File: src/rtl/fetch_queue_pkg.sv
// Shared fetch-path types: the entry format carried from fetch into decode.
package fetch_queue_pkg;

  localparam int FETCH_PC_W = 48;

  typedef struct packed {
    logic [FETCH_PC_W-1:0] pc;
    logic [31:0]           instr;
    logic                  trap;
  } fetch_entry_t;

endpackage

File: src/rtl/fetch_queue.sv
// Fetch-to-decode instruction queue: strict FIFO with no bypass, flush, and a
// trap hold that stops intake after a faulting fetch until the pipe is flushed.
module fetch_queue
  import fetch_queue_pkg::*;
#(
  parameter int DEPTH = 4,
  parameter int PC_W  = FETCH_PC_W
) (
  input  logic                     clk,
  input  logic                     n_reset,
  input  logic                     flush,
  input  logic                     enq_valid,
  input  logic [PC_W-1:0]          enq_pc,
  input  logic [31:0]              enq_instr,
  input  logic                     enq_trap,
  output logic                     enq_ready,
  output logic                     deq_valid,
  output logic [PC_W-1:0]          deq_pc,
  output logic [31:0]              deq_instr,
  output logic                     deq_trap,
  input  logic                     deq_ready,
  output logic [$clog2(DEPTH):0]   count
);

  localparam int PTR_W = $clog2(DEPTH);
  localparam int CNT_W = PTR_W + 1;

  fetch_entry_t     mem [DEPTH];
  fetch_entry_t     head_entry;
  logic [PTR_W-1:0] head;
  logic [PTR_W-1:0] tail;
  logic [CNT_W-1:0] count_q;
  logic             trap_hold;
  logic             do_enq;
  logic             do_deq;

  // Ready deliberately ignores deq_ready so a full queue never passes through.
  assign enq_ready = (count_q < CNT_W'(DEPTH)) && !trap_hold;
  assign deq_valid = (count_q != '0);
  assign do_enq    = enq_valid && enq_ready && !flush;
  assign do_deq    = deq_valid && deq_ready && !flush;
  assign count     = count_q;

  always_ff @(posedge clk or negedge n_reset) begin
    if (!n_reset) begin
      head      <= '0;
      tail      <= '0;
      count_q   <= '0;
      trap_hold <= 1'b0;
    end else if (flush) begin
      head      <= '0;
      tail      <= '0;
      count_q   <= '0;
      trap_hold <= 1'b0;
    end else begin
      if (do_enq) begin
        tail <= tail + 1'b1;
        if (enq_trap) trap_hold <= 1'b1;
      end
      if (do_deq) head <= head + 1'b1;
      if (do_enq && !do_deq) count_q <= count_q + 1'b1;
      else if (!do_enq && do_deq) count_q <= count_q - 1'b1;
    end
  end

  // Storage is not reset; occupancy alone decides what is visible.
  always_ff @(posedge clk) begin
    if (do_enq) begin
      mem[tail].pc    <= FETCH_PC_W'(enq_pc);
      mem[tail].instr <= enq_instr;
      mem[tail].trap  <= enq_trap;
    end
  end

  always_comb begin
    head_entry = '0;
    if (deq_valid) head_entry = mem[head];
  end

  assign deq_pc    = PC_W'(head_entry.pc);
  assign deq_instr = head_entry.instr;
  assign deq_trap  = head_entry.trap;

endmodule

File: config.mk
export PLATFORM = sky130hd
export DESIGN_NAME = fetch_queue
export DESIGN_NICKNAME = d
export VERILOG_FILES = /design/src/rtl/fetch_queue_pkg.sv /design/src/rtl/fetch_queue.sv
export SDC_FILE = /design/constraint.sdc
export NUM_CORES = 1
export LEC_CHECK = 0
export CORE_UTILIZATION = 55
export DETAILED_ROUTE_END_ITERATION = 16
export PLACE_DENSITY = 0.8
export SYNTH_ARGS = -nofsm -noshare
export SYNTH_HDL_FRONTEND = slang
export SYNTH_SLANG_ARGS = --single-unit
export TNS_END_PERCENT = 5
File: constraint.sdc
create_clock -name clk -period 4.6 [get_ports clk]
set_input_delay 0.92 -clock clk [delete_from_list [all_inputs] [get_ports clk]]
set_output_delay 0.92 -clock clk [all_outputs]
set_load 0.05 [all_outputs]
==> impl_results.md, run 1 <==
- Setup TNS: 0 ns
- Register area: just under 10,000 um^2
- CTS tree: yes
- Hold Violations, Final: 0
- DIE WIDTH: around 150 um
- Placer Congestion: between 0.7 and 0.8
- Rel. slew slack: about half
- Die Area: between 20,000 and 25,000 um^2
- CTS hold repair buffers: 0
- Sw Share: a little over a third
- Setup crit start kind: flop
- Max FO, Critical Path: between 40 and 50
- Max-slew violation count: 0
- Mapped Cells: 569
- Multi-input gate area: around 2600 um^2
- Clock sink count: ~330
- Net count reported at finish: approximately 850
- Psw: approximately 0.0035 W
- Total congestion overflow: 0
- HP Class: flop to flop
- R2R Setup Slk: 2.00 ns
- Vias in the first global route: between 6,000 and 7,000
- Drt drc: 0
- Ys flop type: edfxtp_1
- Clock latency on the worst-skew pair: about 0.5 ns
- Max-Cap Viols: 0
- Share of layout cells above drive strength 1: between 10% and 20%
- EDFF count, synth: 324
- Hold path depth: 2
- Post-DP HPWL: between 10 and 15 mm
- Outcome: complete, no violations
- Kind of critical path: flop to output pin
- Leakage power: 5.029 nW
- Port buffer count: around 170
- Final min period: slightly below 4 ns
- Top cell type's share of synthesized area: between 70% and 80%
- Initial Util: around 56%
- #FFs+latches synth: 332
- Peak Freq: approximately 250 MHz
- CP Capture Type: output pin
- Hold EP: trap_hold$_DFFE_PN0P_
- Htree depth: 2
- Initial antenna violation count: 0
- Final setup vio count: 0
- Arrival @ worst endpoint: ~3.1 ns
- Vias: 6,111
- Commonest cells post-synth: 324 x edfxtp_1, 85 x and2_1, 81 x mux4_2, 15 x clkbuf_1, 8 x dfrtp_1
- Worst hold path startpoint: trap_hold$_DFFE_PN0P_
- Reg clk slew, reported paths: 0.06 ns
- Design area: between 15,000 and 20,000 um^2
- Cell Area, Synth: between 10,000 and 15,000 um^2
- Clock power share: between 20% and 30%
- Postcts setup bufs: 0
- RR Startpoint: count[2]$_DFFE_PN0P_
- Synth area leader: edfxtp_1
- Gr usage total: between 20 and 25%
- Syn_nets: between 600 and 700
- CTS root buf: clkbuf_16
- Die Y: 154.0 um
- Syn. warnings: 0
- Clock buffer count from CTS: 35
- CP max stage cell: dfrtp_4
- Post-synthesis sequential area ratio: between 70% and 80%
- Drt initial violations: roughly 410
- Top cells by area, synth: edfxtp_1 77%, mux4_2 14%, and2_1 4.2%, dfrtp_1 1.6%, clkbuf_1 0.44%
- Count leader, synth: edfxtp_1
- Share of synthesized registers carrying an async set or reset: 2.410%
- Vias/cell: 5.733
- Placed instance area: around 15,000 um^2
- Least-Margin Pin Slew: approximately 0.73 ns
- CTS max path bufs: 3
- Final Skew: approximately 0.0096 ns
- Period utilisation layout: 86.49%
- First-pass GRT wire length: roughly 38 mm
- Ant. Diodes: 0
- Largest net degree at the start of global routing: 55
- CP Cell Sequence: buf_12, mux4_2, and2_1, clkdlybuf4s50_1
- Largest stage delay, worst path: approximately 0.71 ns
- Int Power: 0.006509 W
- IO Pins: 172
- Layout Area Growth over Synthesis: 24.85%
- Req. time, crit path: between 3 and 4 ns
- Total core area: 22,640 um^2
- Row count: 55
- CTS resizes: 0
- Synth Area per Inst: between 20 and 25 um^2
- Routed Antenna Nets: 0
- Peak VDD IR: just over 500 uV
- Worst R2R End: mem[1][67]$_DFFE_PP_
- Sequential Power Share: roughly 36%
- RSZ-0062 raised after global routing: false
- R2R depth: 4
- Comb power frac: a little under two fifths
- Post-synth cell types: 28
- DR WL/cell: around 23 um
- Pwr/cell area: roughly 630 nW/um^2
- Final WL: between 20 and 25 mm
- Fillers: around 1,400
- First drt pass iteration count: 5
## power groups by stage
stage / Clock [W] / Sequential (W) / Combinational, W
CTS: 0.00261 / 0.00366 / 0.00385
finish: 0.00257 / 0.00365 / 0.00381
floorplan: 0 / 0.00367 / 0.00264
global route: 0.00273 / 0.00368 / 0.00400
global placement: 0 / 0.00370 / 0.00378
detailed placement: 0 / 0.00372 / 0.00383
## sequential cells by signal, summed over array words and instances (netlist names)
name	count
mem	324
count	3
head	2
tail	2
trap_hold	1
## cell usage in the layout (no fill, tap or decap), types with 2 or more instances in the layout
cell,synthesis,layout
buf_12,0,8
a21oi_1,3,3
clkinv_2,0,4
or3_1,2,2
inv_1,4,4
dfrtp_1,8,6
ha_1,4,4
clkbuf_16,0,37
edfxtp_1,324,324
xnor2_1,4,4
clkbuf_1,15,9
nand2_1,4,4
and2_1,85,81
o311ai_0,2,2
mux4_2,81,81
nor2_1,7,7
and2_4,0,4
clkdlybuf4s50_1,0,171
clkinv_1,0,9
dfrtp_4,0,2
nor3_1,2,2
## metal layers
metal | routed length [um] | part of all wire [%] | vias up | track usage (%)
li1 | - | - | 2689 | -
met4 | 400 | 1.6 | 0 | 5.952
met5 | 0 | 0 | - | 0
met3 | 1807 | 7.4 | 32 | 5.609
met2 | 12270 | 50 | 214 | 35.87
met1 | 9879 | 41 | 3176 | 28.47
## metrics by stage
| stage | util [%] | worst slack (ns) | hold WS (ns) | power [W] | std cells |
|---|---|---|---|---|---|
| after floorplan | - | 0.6940 | 0.5023 | 0.006310 | 569 |
| after global placement | 65.49 | 1.095 | 0.5248 | 0.007489 | 1006 |
| after detailed placement | 65.49 | 1.091 | 0.5796 | 0.007548 | 1006 |
| after CTS | 70.10 | 0.5416 | 0.5935 | 0.01013 | 1066 |
| after global routing | 70.10 | 0.4554 | 0.6094 | 0.01040 | 1066 |
| final | 70.10 | 0.6214 | 0.5795 | 0.01003 | 1066 |
## how the worst max path moves through the flow
| stage | from | to | depth (start not counted) | slack [ns] |
|---|---|---|---|---|
| after floorplan | enq_valid | mem[0][0]$_DFFE_PP_ | 4 | 0.69 |
| after global placement | head[0]$_DFFE_PN0P_ | deq_instr[0] | 4 | 1.09 |
| after detailed placement | head[0]$_DFFE_PN0P_ | deq_instr[10] | 4 | 1.09 |
| after CTS | head[0]$_DFFE_PN0P_ | deq_instr[10] | 4 | 0.54 |
| after global routing | head[0]$_DFFE_PN0P_ | deq_instr[0] | 4 | 0.46 |
| final | head[0]$_DFFE_PN0P_ | deq_instr[0] | 4 | 0.62 |
## layout make-up
| type | count | area share (%) |
|---|---|---|
| Timing Repair Buffer | 180 | 11.84 |
| Multi-Input combinational cell | 204 | 16.60 |
| Inverter | 5 | 0.1183 |
| Clock buffer | 46 | 6.047 |
| Tap cell | 285 | 2.247 |
| Clock inverter | 14 | 0.5282 |
| Sequential cell | 332 | 62.61 |
## kinds of logic (layout without fill, tap and decap cells)
group / count (synthesis) / in the layout / share of synthesized area [%]
flops: 332 / 332 / 78.12
xor+xnor: 5 / 5 / 0.3445
mux: 81 / 81 / 14.35
fa+ha+maj: 5 / 5 / 0.5513
simple gates: 105 / 105 / 4.981
compound gates: 8 / 8 / 0.4233
buf+inv: 33 / 245 / 1.230
## worst max-delay path, delay by kind of cell (launching register included)
kind,cells,cell delay (ns)
simple gates,1,0.19
flops,1,0.71
mux,1,0.54
buf+inv,2,1.06
Power figures use the tool's default switching activity.
==> run 2: changes to the inputs <==
--- a/config.mk
+++ b/config.mk
@@ -11,4 +11,3 @@
 export SYNTH_ARGS = -nofsm -noshare
 export SYNTH_HDL_FRONTEND = slang
 export SYNTH_SLANG_ARGS = --single-unit
-export TNS_END_PERCENT = 5
==> results of run 2 <==
No change in the layout: final DEF, timing and power equal those of run 1.
==> run 3: changes to the inputs <==
--- a/config.mk
+++ b/config.mk
@@ -8,6 +8,7 @@
 export CORE_UTILIZATION = 55
 export DETAILED_ROUTE_END_ITERATION = 16
 export PLACE_DENSITY = 0.8
+export SKIP_CTS_REPAIR_TIMING = 1
 export SYNTH_ARGS = -nofsm -noshare
 export SYNTH_HDL_FRONTEND = slang
 export SYNTH_SLANG_ARGS = --single-unit
==> results of run 3 <==
No change in the layout: final DEF, timing and power equal those of run 1.
